`config.mk`:
```
export PLATFORM = sky130hd
export DESIGN_NAME = uart_tx_scheduler
export DESIGN_NICKNAME = d
export VERILOG_FILES = /design/src/rtl/uart_tx_scheduler.sv
export SDC_FILE = /design/constraint.sdc
export NUM_CORES = 1
export LEC_CHECK = 0
export ABC_AREA = 1
export CELL_PAD_IN_SITES_DETAIL_PLACEMENT = 0
export CELL_PAD_IN_SITES_GLOBAL_PLACEMENT = 1
export CORE_ASPECT_RATIO = 0.8
export CORE_UTILIZATION = 38
export CTS_BUF_LIST = sky130_fd_sc_hd__clkbuf_8
export DETAILED_ROUTE_END_ITERATION = 10
export PLACE_DENSITY = 0.91
export SLEW_MARGIN = 25
export SYNTH_ARGS = -nofsm -noshare
export SYNTH_HDL_FRONTEND = slang
export SYNTH_SLANG_ARGS = --single-unit
export TNS_END_PERCENT = 10
```
`constraint.sdc`:
```
create_clock -name clk -period 2.6 [get_ports clk]
set_input_delay 0.26 -clock clk [delete_from_list [all_inputs] [get_ports clk]]
set_output_delay 0.26 -clock clk [all_outputs]
set_load 0.02 [all_outputs]
```
`src/rtl/uart_tx_scheduler.sv`:
```
// uart_tx_scheduler: round-robin arbiter sharing one 8N1 UART transmitter among NUM_REQ byte sources.
// Define UART_TX_PARITY_EN to add an even-parity bit (8E1 framing).
module uart_tx_scheduler #(
    parameter int CLOCK_RATE = 100000000,
    parameter int BAUD_RATE  = 9600,
    parameter int NUM_REQ    = 4
) (
    input  logic                       clk,
    input  logic                       rst_n,
    input  logic [NUM_REQ-1:0]         req,
    input  logic [8*NUM_REQ-1:0]       req_data,
    output logic [NUM_REQ-1:0]         gnt,
    output logic [$clog2(NUM_REQ)-1:0] grant_id,
    output logic                       busy,
    output logic                       tx
);
    localparam int CPB = CLOCK_RATE / BAUD_RATE;
    localparam int CW  = $clog2(CPB);
    localparam int IW  = $clog2(NUM_REQ);
`ifdef UART_TX_PARITY_EN
    localparam logic [2:0] IDLE = 3'd0, START = 3'd1, DATA = 3'd2, STOP = 3'd3, PARITY = 3'd4;
    localparam logic [2:0] AFTER_DATA = PARITY;
    logic [2:0] state_q, state_d;
    logic       par_q, par_d;
`else
    localparam logic [1:0] IDLE = 2'd0, START = 2'd1, DATA = 2'd2, STOP = 2'd3;
    localparam logic [1:0] AFTER_DATA = STOP;
    logic [1:0] state_q, state_d;
`endif
    logic [CW-1:0] cnt_q, cnt_d;
    logic [2:0]    bit_q, bit_d;
    logic [7:0]    shift_q, shift_d;
    logic [IW-1:0] ptr_q, ptr_d, gid_q, gid_d, sel, idx;
    logic          found, go, bit_end, tx_q, tx_d;

    always_comb begin
        found = 1'b0;
        sel = '0;
        idx = '0;
        for (int k = 0; k < NUM_REQ; k++) begin
            idx = IW'((int'(ptr_q) + k) % NUM_REQ);
            if (!found && req[idx]) begin
                found = 1'b1;
                sel = idx;
            end
        end
        // gated by rst_n so no grant can be issued while reset is held
        go = rst_n && state_q == IDLE && found;
        gnt = '0;
        gnt[sel] = go;
        bit_end = cnt_q == CW'(CPB - 1);
        cnt_d = (state_q == IDLE || bit_end) ? '0 : cnt_q + 1'b1;
        state_d = state_q;
        bit_d = bit_q;
        shift_d = shift_q;
        ptr_d = ptr_q;
        gid_d = gid_q;
`ifdef UART_TX_PARITY_EN
        par_d = par_q;
`endif
        case (state_q)
            IDLE: if (go) begin
                state_d = START;
                shift_d = req_data[8*sel +: 8];
                gid_d = sel;
                ptr_d = (sel == IW'(NUM_REQ - 1)) ? '0 : sel + 1'b1;
`ifdef UART_TX_PARITY_EN
                par_d = ^req_data[8*sel +: 8];
`endif
            end
            START: state_d = bit_end ? DATA : START;
            DATA: if (bit_end) begin
                shift_d = shift_q >> 1;
                bit_d = bit_q + 1'b1;
                state_d = (bit_q == 3'd7) ? AFTER_DATA : DATA;
            end
`ifdef UART_TX_PARITY_EN
            PARITY: state_d = bit_end ? STOP : PARITY;
`endif
            default: state_d = bit_end ? IDLE : STOP;
        endcase
        // line level follows the next state so tx stays a plain register
        tx_d = state_d == START ? 1'b0 : state_d == DATA ? shift_d[0] : 1'b1;
`ifdef UART_TX_PARITY_EN
        if (state_d == PARITY) tx_d = par_q;
`endif
    end

    always_ff @(posedge clk or negedge rst_n) begin
        if (!rst_n) begin
            state_q <= IDLE;
            cnt_q <= '0;
            bit_q <= '0;
            shift_q <= '0;
            ptr_q <= '0;
            gid_q <= '0;
            tx_q <= 1'b1;
        end else begin
            state_q <= state_d;
            cnt_q <= cnt_d;
            bit_q <= bit_d;
            shift_q <= shift_d;
            ptr_q <= ptr_d;
            gid_q <= gid_d;
            tx_q <= tx_d;
        end
    end

`ifdef UART_TX_PARITY_EN
    always_ff @(posedge clk or negedge rst_n) begin
        if (!rst_n) par_q <= 1'b0;
        else par_q <= par_d;
    end
`endif

    assign grant_id = gid_q;
    assign busy = state_q != IDLE;
    assign tx = tx_q;
endmodule

```
== After elaboration in Yosys (flattened, before gate mapping) ==
Cells that the tools add are included.
W data, S select, Z words.

* Bits in registers: 32
* Latch bits: 0
* RAM bits: 0
* Bits in read-only memories: 0
* Bits of input ports: 38
* Output and inout port bits: 8
* Word-level logic and storage cells: 78
* Memories: 0

* Add/sub/neg operators: 6
* Multiply operators: 0
* Divide/modulo/power cells: 0
* Order comparisons: 6
* Eq/ne operators: 9
* Shifts and indexed selects: 1
* Mux-type cells: 31
* Bitwise gates (word level): 1
* Reduce and logical (&&, ||, !) cells: 16

{| class="wikitable"
|+ Operator list
! cell !! count
|-
| $shiftx A32 B6 Y8 || 1
|-
| $mux W2 || 9
|-
| $mux W8 || 2
|-
| $pmux W8 S2 || 1
|-
| $lt A2 B3 Y1 const B || 5
|-
| $add A14 B1 Y14 const B || 1
|-
| $eq A14 B14 Y1 const B || 1
|-
| $mux W14 || 1
|-
| $mux W1 || 12
|-
| $bmux W1 S2 || 4
|-
| $eq A2 B2 Y1 const B || 3
|-
| $logic_and A1 B1 Y1 || 6
|-
| $pmux W2 S3 || 1
|-
| $add A2 B1 Y2 const B || 2
|-
| $add A2 B2 Y2 const B || 2
|-
| $and A4 B4 Y4 || 1
|-
| $eq A2 B1 Y1 const B || 2
|-
| $ne A2 B2 Y1 const B || 2
|-
| $reduce_and A2 Y1 || 2
|-
| $reduce_bool A2 Y1 || 2
|-
| $add A3 B1 Y3 const B || 1
|-
| $eq A3 B3 Y1 const B || 1
|-
| $logic_not A1 Y1 || 3
|-
| $reduce_and A3 Y1 || 1
|-
| other kinds (4) || 4
|}

== Longest topological paths before layout ==
Gate-level depths: netlist (run 1).

* Depth after elaboration: 18
* Gate-level depth with buffers: 16
* Gate-level depth less buffers: 15

== Worst setup path after synthesis (run 1) ==
OpenSTA, ideal clock, no wires.

* Path kind: reg2out
* Start point: reg ptr_q[0]
* End point: out gnt[2]
* Arrival time: 1857 ps
* Required time: 2340 ps
* Slack: 483 ps
* Stages on the path, launching flop included: 14
* Buffers on the path: 3
* Path through: dfrtp_1 > buf_6 > inv_6 > nand2_1 > nand3_1 > nand2_1 > nor2_4 > nand3_2 > nand3_2 > buf_6 > buf_8 > ha_1 > inv_1 > nor2_1

* Word-level cells in the longest chain between the ends: 17
* Elaborated cells on any way between the ends: 32
* Those cells by class: add/sub: 3; order compare: 2; mux: 18; bitwise: 1; reduce/logical: 8

{| class="wikitable"
|+ Ends and longest elaborated chain
! what !! line !! source
|-
| start: declaration || 33 || <nowiki>logic [IW-1:0] ptr_q, ptr_d, gid_q, gid_d, sel, idx;</nowiki>
|-
| start signal: assignment || 103 || <nowiki>ptr_q <= ptr_d;</nowiki>
|-
| branches (longest 16 deep; another with $lt A2 B3 Y1) || - ||
|-
| $and A4 B4 Y4 (no source line) * || - ||
|-
| end: declaration || 12 || <nowiki>output logic [NUM_REQ-1:0] gnt,</nowiki>
|}

Mark *: on every way between the ends. The select of a mux whose other input is x is not followed.

== Worst setup path after layout (run 1) ==
* Start point: reg ptr_q[0]
* End point: out gnt[0]

The elaborated chain is that of the path after synthesis.

==> metrics.yaml, run 1 <==
outcome:
  status: "complete, no violations"
grt:
  antenna_found_initial: 0
  grt_max_degree: 33
  grt_pass1_wl_um: 8576
  grt_pass1_vias: 2022
  grt_use_total_pct: 17.43
  grt_overflow: 0
floorplan:
  initial_core_util_pct: 39.99
  ios: 46
  fp.dieH_um: 70.21
  num_rows: 24
  coreArea_um2: 5525
  die_w_um: 87.26
  die-area_um2: 6126
setup_path:
  critPathMaxFanout: 10
  rrSetupSlack_ns: 0.30
  endpoint_kind: "output port"
  cp_data_required_time_ns: 2.34
  critical_path_class: "flop to output port"
  worstPathArrival_ns: 2.20
  r2r_start: "ptr_q[0]"
  r2r_end: "shift_q[0]"
  startpoint_type: "flop"
  worstRegToRegCells: 14
routing:
  vias_per_cell: 4.621
  dr.pass1.iters: 4
  drc: 0
  wl_per_cell_um: 10.79
  wirelength_um: 4759
  vias: 2038
  postRouteAntennaNets: 0
  first_iter_violations: 76
place:
  place_congestion: 0.8390
  port_buffers: 45
  post-place-ws_ns: -0.1517
  hpwl_um: 3788
clocking:
  cts_tree: "done"
  root_buffer: "clkbuf_8"
  clock_latency_ns: 0.27
  path_clk_slew_ns: 0.06
  cts-buffers-inserted: 5
  clkSinkCount: 32
  clockBufferDepth: 2
  cts_htree_levels: 2
synth:
  yosysTopAreaCell: "dfrtp_1"
  ys_warn_count: 0
  avgSynthCellArea_um2: 7.197
  synthTopCellsByCount: "91 x nand2_1, 44 x inv_1, 31 x dfrtp_1, 29 x nor2_1, 25 x nand3_1"
  synth_ff_type: "dfrtp_1"
  synth_area_um2: 2210
  synth-edff-count: 0
  synth.top_cell.area_share_pct: 35.11
  yosysMostFrequentCell: "nand2_1"
  syn-instance-count: 307
  synth.distinct_cells: 33
  synthTopCellsByArea: "dfrtp_1 35%, nand2_1 15%, inv_1 7.5%"
  ys_seq_area_share_pct: 36.30
  syn-num-nets: 352
  synth_seq_cells: 32
  async_flop_share_pct: 100.0
timing:
  rsz0062_at_grt: "false"
  layout_setup_ws_ns: 0.1442
  hold_violations: 0
  tightest_slew_ns: 0.4396
  post-route-period-util_pct: 94.45
  fmax_mhz: 407.2
  slew_headroom_pct: 70.62
  min_period_ns: 2.456
  skew_ns: 0.003659
  setup_viol: 0
  fin_hold_ws_ns: 0.4622
  finalMaxSlewViolations: 0
final_layout:
  final_nets: 407
  area_delta_synth_final_pct: 28.54
  n_antenna_cell: 0
  regArea_um2: 803.3
  n_fill_cell: 563
  layout-drive-gt1-share_pct: 11.57
  multi_input_area_um2: 1166
job:
  drv_cap: 0
worst_hold_path:
  hp-class: "input pin to async pin"
pwr:
  power_uw: 1136
  ir_worst_vdd_mv: 0.1699
  p_per_area_nw_per_um2: 399.8
  p_leak_uw: 0.001419
## layout by cell type, fill, tap and decap left out, types with 3 or more instances in the layout
cell and count:
a21oi_1 7, buf_4 9, clkbuf_2 3, clkbuf_8 6, clkdlybuf4s50_1 41, dfrtp_1 30, ha_1 7, inv_1 46
nand2_1 91, nand2_2 5, nand3_1 25, nand3_2 4, nand4_1 5, nor2_1 29, nor3_1 8, nor3b_1 6
o211ai_1 6, o21ai_0 9, or2_1 4
## state kept, by name, indices dropped and copies added, names as in the netlist
signal / cells
bit_q: 3
cnt_q: 14
grant_id: 2
ptr_q: 2
shift_q: 8
state_q: 2
tx: 1
## kinds of logic (layout without fill, tap and decap cells)
| family | count (synthesis) | count (layout) | share of synthesized area, % |
|---|---|---|---|
| buffers and inverters | 53 | 109 | 11.27 |
| adder cells (fa/ha/maj) | 7 | 7 | 3.964 |
| flip-flops | 32 | 32 | 36.30 |
| AND/OR/NAND/NOR | 184 | 184 | 39.01 |
| XOR/XNOR | 1 | 1 | 0.3964 |
| AO/OA/AOI/OAI | 28 | 28 | 8.041 |
| multiplexers | 2 | 2 | 1.019 |
## what timing repair did
item,4_1_cts,5_1_grt
gates resized for setup,5,7
hold buffers,0,0
endpoints found under the setup margin,4,3
gates cloned,0,0
setup buffers,0,0
## worst max-delay path by stage
stage	start	to	slack (ns)	depth (start not counted)
after floorplan	ptr_q[0]	gnt[2]	0.48	13
after global placement	req[1]	gnt[1]	-0.07	13
after detailed placement	req[1]	gnt[1]	-0.15	13
after CTS	ptr_q[0]	gnt[1]	0.02	13
after global routing	ptr_q[0]	gnt[0]	0.006	11
final	ptr_q[0]	gnt[0]	0.14	11
## cell type report
type	count	share of cell area, %
Inverter	47	6.388
Clock inverter	2	0.2643
Timing Repair Buffer	54	17.67
Sequential cell	32	28.28
Clock buffer	6	2.907
Multi-Input combinational cell	222	41.06
Tap cell	78	3.436
## critical path, stage by stage, from the launching register on
cell	delay, ns
dfrtp_2	0.50
inv_6	0.12
nand2_1	0.07
nand3_1	0.10
nand2_1	0.11
inv_1	0.09
nand3_1	0.16
nand3_4	0.17
ha_1	0.15
inv_1	0.04
nor2_1	0.08
dlygate4sd2_1	0.33
## metal layers
layer | vias up | part of all wire (%) | wire [µm] | global-route usage, %
li1 | 1087 | - | - | -
met1 | 901 | 51 | 2406 | 23.50
met2 | 44 | 45 | 2126 | 28.21
met3 | 6 | 3.5 | 167 | 3.664
met4 | 0 | 1.2 | 59 | 4.736
met5 | - | 0 | 0 | 0
## power breakdown
part	switching [µW]	leakage (µW)	internal, µW
Clock	169	0.0000538	208
Sequential	5.80	0.000385	503
Combinational	130	0.000980	120
## metrics by stage
stage | cell area, µm² | instances | TNS (ns) | util (%)
final | 2840 | 441 | 0 | 51.40
after floorplan | 2210 | 307 | 0 | -
after global placement | 2758 | 433 | -0.1781 | 49.91
after detailed placement | 2758 | 433 | -0.3661 | 49.91
after CTS | 2844 | 441 | 0 | 51.47
after global routing | 2840 | 441 | 0 | 51.40
(Power assumes the default switching activity.)
==> inputs of run 2 (changes only) <==
SETUP_SLACK_MARGIN = 0.1   (was not set)
SKIP_LAST_GASP = 1   (was not set)
==> metrics.yaml, run 2 (synthesis results as in run 1) <==
timing:
  slew_headroom_pct: 70.31  # -0.31 points
  rsz0062_at_grt: "true"
  hold_violations: 0  # unchanged
  fmax_mhz: 421.6  # +3.5%
  post-route-period-util_pct: 91.23  # -3.2 points
  skew_ns: 0.003659  # -0.0000001600 ns
  layout_setup_ws_ns: 0.2279  # +0.08372 ns
  finalSetupTns_ns: 0  # unchanged
  finalMaxSlewViolations: 0  # unchanged
  fin_hold_ws_ns: 0.4662  # +0.003924 ns
  min_period_ns: 2.372  # -0.08372 ns
  tightest_slew_ns: 0.4442  # +0.004573 ns
  setup_viol: 0  # unchanged
pwr:
  p_leak_uw: 0.001419  # about the same
  ir_worst_vdd_mv: 0.1699  # about the same
  p_per_area_nw_per_um2: 400.0  # about the same
grt:
  grt_use_total_pct: 17.43  # unchanged
  grt_overflow: 0  # unchanged
  grt_max_degree: 33  # unchanged
  grt_pass1_wl_um: 8576  # unchanged
  antenna_found_initial: 0  # unchanged
  grt_pass1_vias: 2022  # unchanged
routing:
  first_iter_violations: 114  # +50%
  drc: 0  # unchanged
  vias: 2040  # +0.098%
  vias_per_cell: 4.615  # -0.13%
  wl_per_cell_um: 10.79  # about the same
  postRouteAntennaNets: 0  # unchanged
  dr.pass1.iters: 4  # unchanged
  wirelength_um: 4769  # +0.21%
clocking:
  root_buffer: "clkbuf_8"
  cts_htree_levels: 2  # unchanged
  cts_tree: "done"
  clock_latency_ns: 0.28  # about the same
  path_clk_slew_ns: 0.06  # about the same
  clockBufferDepth: 2  # unchanged
  cts-buffers-inserted: 5  # unchanged
  clkSinkCount: 32  # unchanged
place:
  post-place-ws_ns: -0.1517  # unchanged
  hpwl_um: 3788  # unchanged
  place_congestion: 0.8390  # unchanged
  port_buffers: 45  # unchanged
floorplan:
  num_rows: 24  # unchanged
  die_w_um: 87.26  # unchanged
  fp.dieH_um: 70.21  # unchanged
  ios: 46  # unchanged
  initial_core_util_pct: 39.99  # unchanged
  coreArea_um2: 5525  # unchanged
  die-area_um2: 6126  # unchanged
final_layout:
  reg_top3: "cnt_q: 14 flops, shift_q: 8 flops, bit_q: 3 flops"
  layout-drive-gt1-share_pct: 12.09  # +0.52 points
  final_nets: 408  # +0.25%
  area_delta_synth_final_pct: 28.60  # about the same
  layout_commonest_cell: "nand2_1"
  largest_reg_flops: 14  # unchanged
  n_fill_cell: 564  # +0.18%
  regMostFlops: "cnt_q"
  n_antenna_cell: 0  # unchanged
  mostFrequentLayoutCells: "91 x nand2_1, 46 x inv_1, 41 x clkdlybuf4s50_1"
job:
  drv_cap: 0  # unchanged
setup_path:
  worstPathArrival_ns: 2.11  # -0.09 ns
  endpoint_kind: "output port"
  critical_path_class: "flop to output port"
  cp_data_required_time_ns: 2.34  # about the same
  startpoint_type: "flop"
  critPathMaxFanout: 6  # -4
outcome:
  status: "complete, no violations"
worst_hold_path:
  hp-class: "input pin to async pin"
==> run 2: cell types whose count changed in the layout (fill, tap and decap cells not counted), sizes merged <==
cell	previous run	this run
clkbuf	9	11
dlygate4sd2	1	0
==> run 2: metal layers <==
metal | global-route usage (%) | vias up | share of wire, %
met5 | 0 | - | 0
met4 | 4.736 | 0 | 1.2
met3 | 3.664 | 6 | 3.4
met2 | 28.21 | 42 | 45
met1 | 23.50 | 902 | 51
li1 | - | 1090 | -
==> run 2: what timing repair did <==
action	in CTS	in global routing
gates resized for setup	5	9
hold buffers	0	0
endpoints found under the setup margin	4	4
cloned	0	0
setup buffers	0	1
==> run 2: cell type report <==
type | count | area, µm² | share of cell area, %
multi-input cells | 222 | 1166 | 41.04
flip-flops and latches | 32 | 803.3 | 28.27
repair buffers | 55 | 503.0 | 17.70
inverters | 47 | 181.4 | 6.385
well taps | 78 | 97.59 | 3.435
clock buffers | 6 | 82.58 | 2.906
clock inverters | 2 | 7.507 | 0.2642
==> run 2: power by group <==
part | switching, µW | leakage [µW] | total (µW) | internal (µW)
clock network | 169 | 0.0000538 | 377 | 208
registers | 4.73 | 0.000385 | 508 | 503
logic | 132 | 0.000980 | 252 | 121
total | 305 | 0.00142 | 1140 | 831
==> run 2: critical path, stage by stage (launching register included) <==
cell and delay, ns:
dfrtp_2 0.46, clkbuf_2 0.18, nand2_1 0.07, nand2_1 0.07, nand2_1 0.09, nand2_2 0.06
nor2_4 0.12, nand3_1 0.10, nand3_2 0.09, nand2_4 0.06, inv_1 0.09, ha_1 0.14
inv_1 0.03, nor2_1 0.09, clkbuf_2 0.17
==> run 2: through the flow <==
stage	power [µW]	utilization [%]	cells	area, µm²
floorplan	663.1	-	307	2210
global placement	766.4	49.91	433	2758
detailed placement	767.8	49.91	433	2758
CTS	1155	51.47	441	2844
global route	1209	51.43	442	2841
finish	1137	51.43	442	2841
==> run 2: path summary, 6_finish.rpt <==
| kind | start | end | slack [ns] | cells past startpoint |
|---|---|---|---|---|
| max in group asynchronous | rst_n | tx | 1.80 | 2 |
| worst max-delay path | ptr_q[0] | gnt[2] | 0.23 | 14 |
| worst min register to register | cnt_q[0] | cnt_q[0] | 0.47 | 1 |
| min in group clk | cnt_q[0] | cnt_q[0] | 0.47 | 1 |
| worst max register to register | ptr_q[0] | shift_q[0] | 0.30 | 15 |
| worst min-delay path | rst_n | cnt_q[2] | 0.47 | 2 |
==> inputs of run 3 (changes only) <==
CORE_UTILIZATION = 47   (was 38)
DONT_BUFFER_PORTS = 1   (was not set)
PLACE_DENSITY = 0.9   (was 0.91)
==> metrics.yaml, run 3 (synthesis results as in run 1) <==
place:
  dpl.cell_count: 362  # -16%
  place_congestion: 0.8819  # +5.1%
  hpwl_um: 3374  # -11%
  port_buffers: 0  # -100%
final_layout:
  regArea_um2: 803.3  # unchanged
  reg_top3: "cnt_q: 14 flops, shift_q: 8 flops, bit_q: 3 flops"
  n_antenna_cell: 0  # unchanged
  layout-drive-gt1-share_pct: 15.31  # +3.2 points
  layout_commonest_cell: "nand2_1"
  multi_input_area_um2: 1184  # +1.5%
  regMostFlops: "cnt_q"
  final_nets: 364  # -11%
  area_delta_synth_final_pct: 11.83
  mostFrequentLayoutCells: "90 x nand2_1, 42 x inv_1, 30 x dfrtp_1"
  largest_reg_flops: 14  # unchanged
  stdcell_count: 377  # -15%
  n_fill_cell: 418  # -26%
routing:
  postRouteAntennaNets: 0  # unchanged
  drc: 0  # unchanged
  first_iter_violations: 96  # -16%
  wirelength_um: 4705  # -1.3%
  wl_per_cell_um: 12.48  # +16%
  dr.pass1.iters: 4  # unchanged
  vias_per_cell: 5.082  # +10%
  vias: 1916  # -6.1%
setup_path:
  r2r_start: "ptr_q[0]"
  r2r_end: "tx"
  crit_family: "simple AND/OR/NAND/NOR gates"
  worstRegToRegCells: 16  # +1
  crit_chain: "buf_4 -> nand2_1 -> nand2_1 -> nand2_2 -> nand2_2 -> nor2_4 -> nand2_1 -> nand3_2 -> nand2_4 -> inv_4 -> ha_1 -> inv_1 -> nor2_2"
  cp_slowest_cell: "dfrtp_2"
  endpoint_kind: "output port"
  startpoint_type: "flop"
  rrSetupSlack_ns: 0.37  # +0.07 ns
  worstPathArrival_ns: 2.11  # about the same
  cp.depth: 13  # -1
  critPathMaxFanout: 8  # +2
  crit_top_cell: "nand2_1"
  cp-endpoint: "gnt[2]"
  max_stage_delay_ns: 0.46  # about the same
  startpoint: "ptr_q[0]"
  critPathBufInv: 3  # -1
  critical_path_class: "flop to output port"
  cp_data_required_time_ns: 2.34  # about the same
grt:
  grt_overflow: 0  # unchanged
  grt_use_total_pct: 20.56  # +3.1 points
  grt_max_degree: 33  # unchanged
  antenna_found_initial: 0  # unchanged
  grt_pass1_vias: 1843  # -8.9%
  grt_pass1_wl_um: 8031  # -6.4%
clocking:
  cts_tree: "done"
  cts-buffers-inserted: 5  # unchanged
  root_buffer: "clkbuf_8"
  path_clk_slew_ns: 0.07  # about the same
  cts_htree_levels: 2  # unchanged
  clockBufferDepth: 2  # unchanged
  clock_latency_ns: 0.28  # about the same
  clkSinkCount: 32  # unchanged
floorplan:
  fp.dieH_um: 63.33  # -9.8%
  ios: 46  # unchanged
  num_rows: 21  # -13%
  die_w_um: 78.66  # -9.9%
  initial_core_util_pct: 50.97  # +11 points
  die-area_um2: 4981  # -19%
  coreArea_um2: 4335  # -22%
worst_hold_path:
  hold_path_depth: 2
  hp-class: "input pin to flop"
timing:
  rsz0062_at_grt: "true"
  hold_violations: 0  # unchanged
  fin_hold_ws_ns: 0.1669  # -0.2992 ns
  slew_headroom_pct: 70.11  # -0.21 points
  skew_ns: 0.005945  # +0.002286 ns
  fmax_mhz: 421.4  # about the same
  min_period_ns: 2.373  # +0.001122 ns
  post-route-period-util_pct: 91.28  # about the same
  finalSetupTns_ns: 0  # unchanged
  finalMaxSlewViolations: 0  # unchanged
  setup_viol: 0  # unchanged
  tightest_slew_ns: 0.4473  # +0.003118 ns
pwr:
  netSwitchingFraction_pct: 26.15  # -0.71 points
  p_per_area_nw_per_um2: 502.0  # +25%
  p_clk_share_pct: 42.5  # +9.4 points
  p_leak_uw: 0.001264  # -11%
  ir_worst_vdd_mv: 0.3795  # +120%
  p_comb_share_pct: 16.4  # -5.8 points
  seq_power_share_pct: 41.1  # -3.6 points
  power_uw: 1240  # +9.1%
  internal-power_uw: 916.0  # +10%
  p_switching_uw: 324.4  # +6.3%
job:
  drv_cap: 0  # unchanged
outcome:
  status: "complete, no violations"
run 3: power groups by stage:
| stage | clock network, µW | registers, µW | logic, µW |
|---|---|---|---|
| 3_3_place_gp | 0 | 520 | 160 |
| 4_1_cts | 537 | 510 | 176 |
| 5_1_grt | 553 | 510 | 232 |
| 2_1_floorplan | 0 | 516 | 147 |
| 6_report | 527 | 510 | 204 |
| 3_5_place_dp | 0 | 520 | 159 |
run 3: worst min path at each step:
| stage | startpoint | endpoint |
|---|---|---|
| after global placement | rst_n | cnt_q[8] |
| final | req_data[4] | shift_q[4] |
| after CTS | req_data[10] | shift_q[2] |
| after global routing | req_data[1] | shift_q[1] |
| after detailed placement | rst_n | cnt_q[7] |
| after floorplan | rst_n | bit_q[0] |
run 3: cell type report:
class / count / share of cell area, %
Clock buffer: 7 / 3.899
Clock inverter: 1 / 1.215
Multi-Input combinational cell: 222 / 47.90
Inverter: 47 / 7.646
Tap cell: 57 / 2.886
Timing Repair Buffer: 11 / 3.949
Sequential cell: 32 / 32.51
run 3: repair_timing:
action,CTS,global route
hold buffers,2,0
setup buffers,0,5
pin swaps,0,2
setup endpoints to repair,3,4
endpoints found under the hold margin,32,0
gates resized for setup,2,12
run 3: metal layers:
layer  vias up  track usage (%)  part of all wire [%]
met5         -                0                     0
met4         0            5.787                   1.1
met3         4            3.913                   3.2
met2        35            33.04                    45
met1       873            28.11                    51
li1       1004                -                     -
run 3: metrics by stage:
| step | setup slack (ns) | util, % | cell area (µm²) |
|---|---|---|---|
| after floorplan | 0.4833 | - | 2210 |
| after global placement | 0.3512 | 51.75 | 2243 |
| after detailed placement | 0.3161 | 51.75 | 2243 |
| after CTS | 0.1199 | 55.44 | 2404 |
| after global routing | 0.07662 | 57.00 | 2471 |
| final | 0.2268 | 57.00 | 2471 |
run 3: worst reg2reg max path, stage by stage, from the launching register on:
cell,delay [ns]
dfrtp_2,0.46
buf_4,0.17
nand2_1,0.05
nand2_1,0.06
nand2_2,0.08
nand2_2,0.07
nor2_4,0.15
nand3_2,0.16
nand3_4,0.15
inv_6,0.04
buf_4,0.15
buf_4,0.16
nand2_1,0.07
nand3_1,0.09
nand3_2,0.09
nand2_2,0.07
a21oi_2,0.13
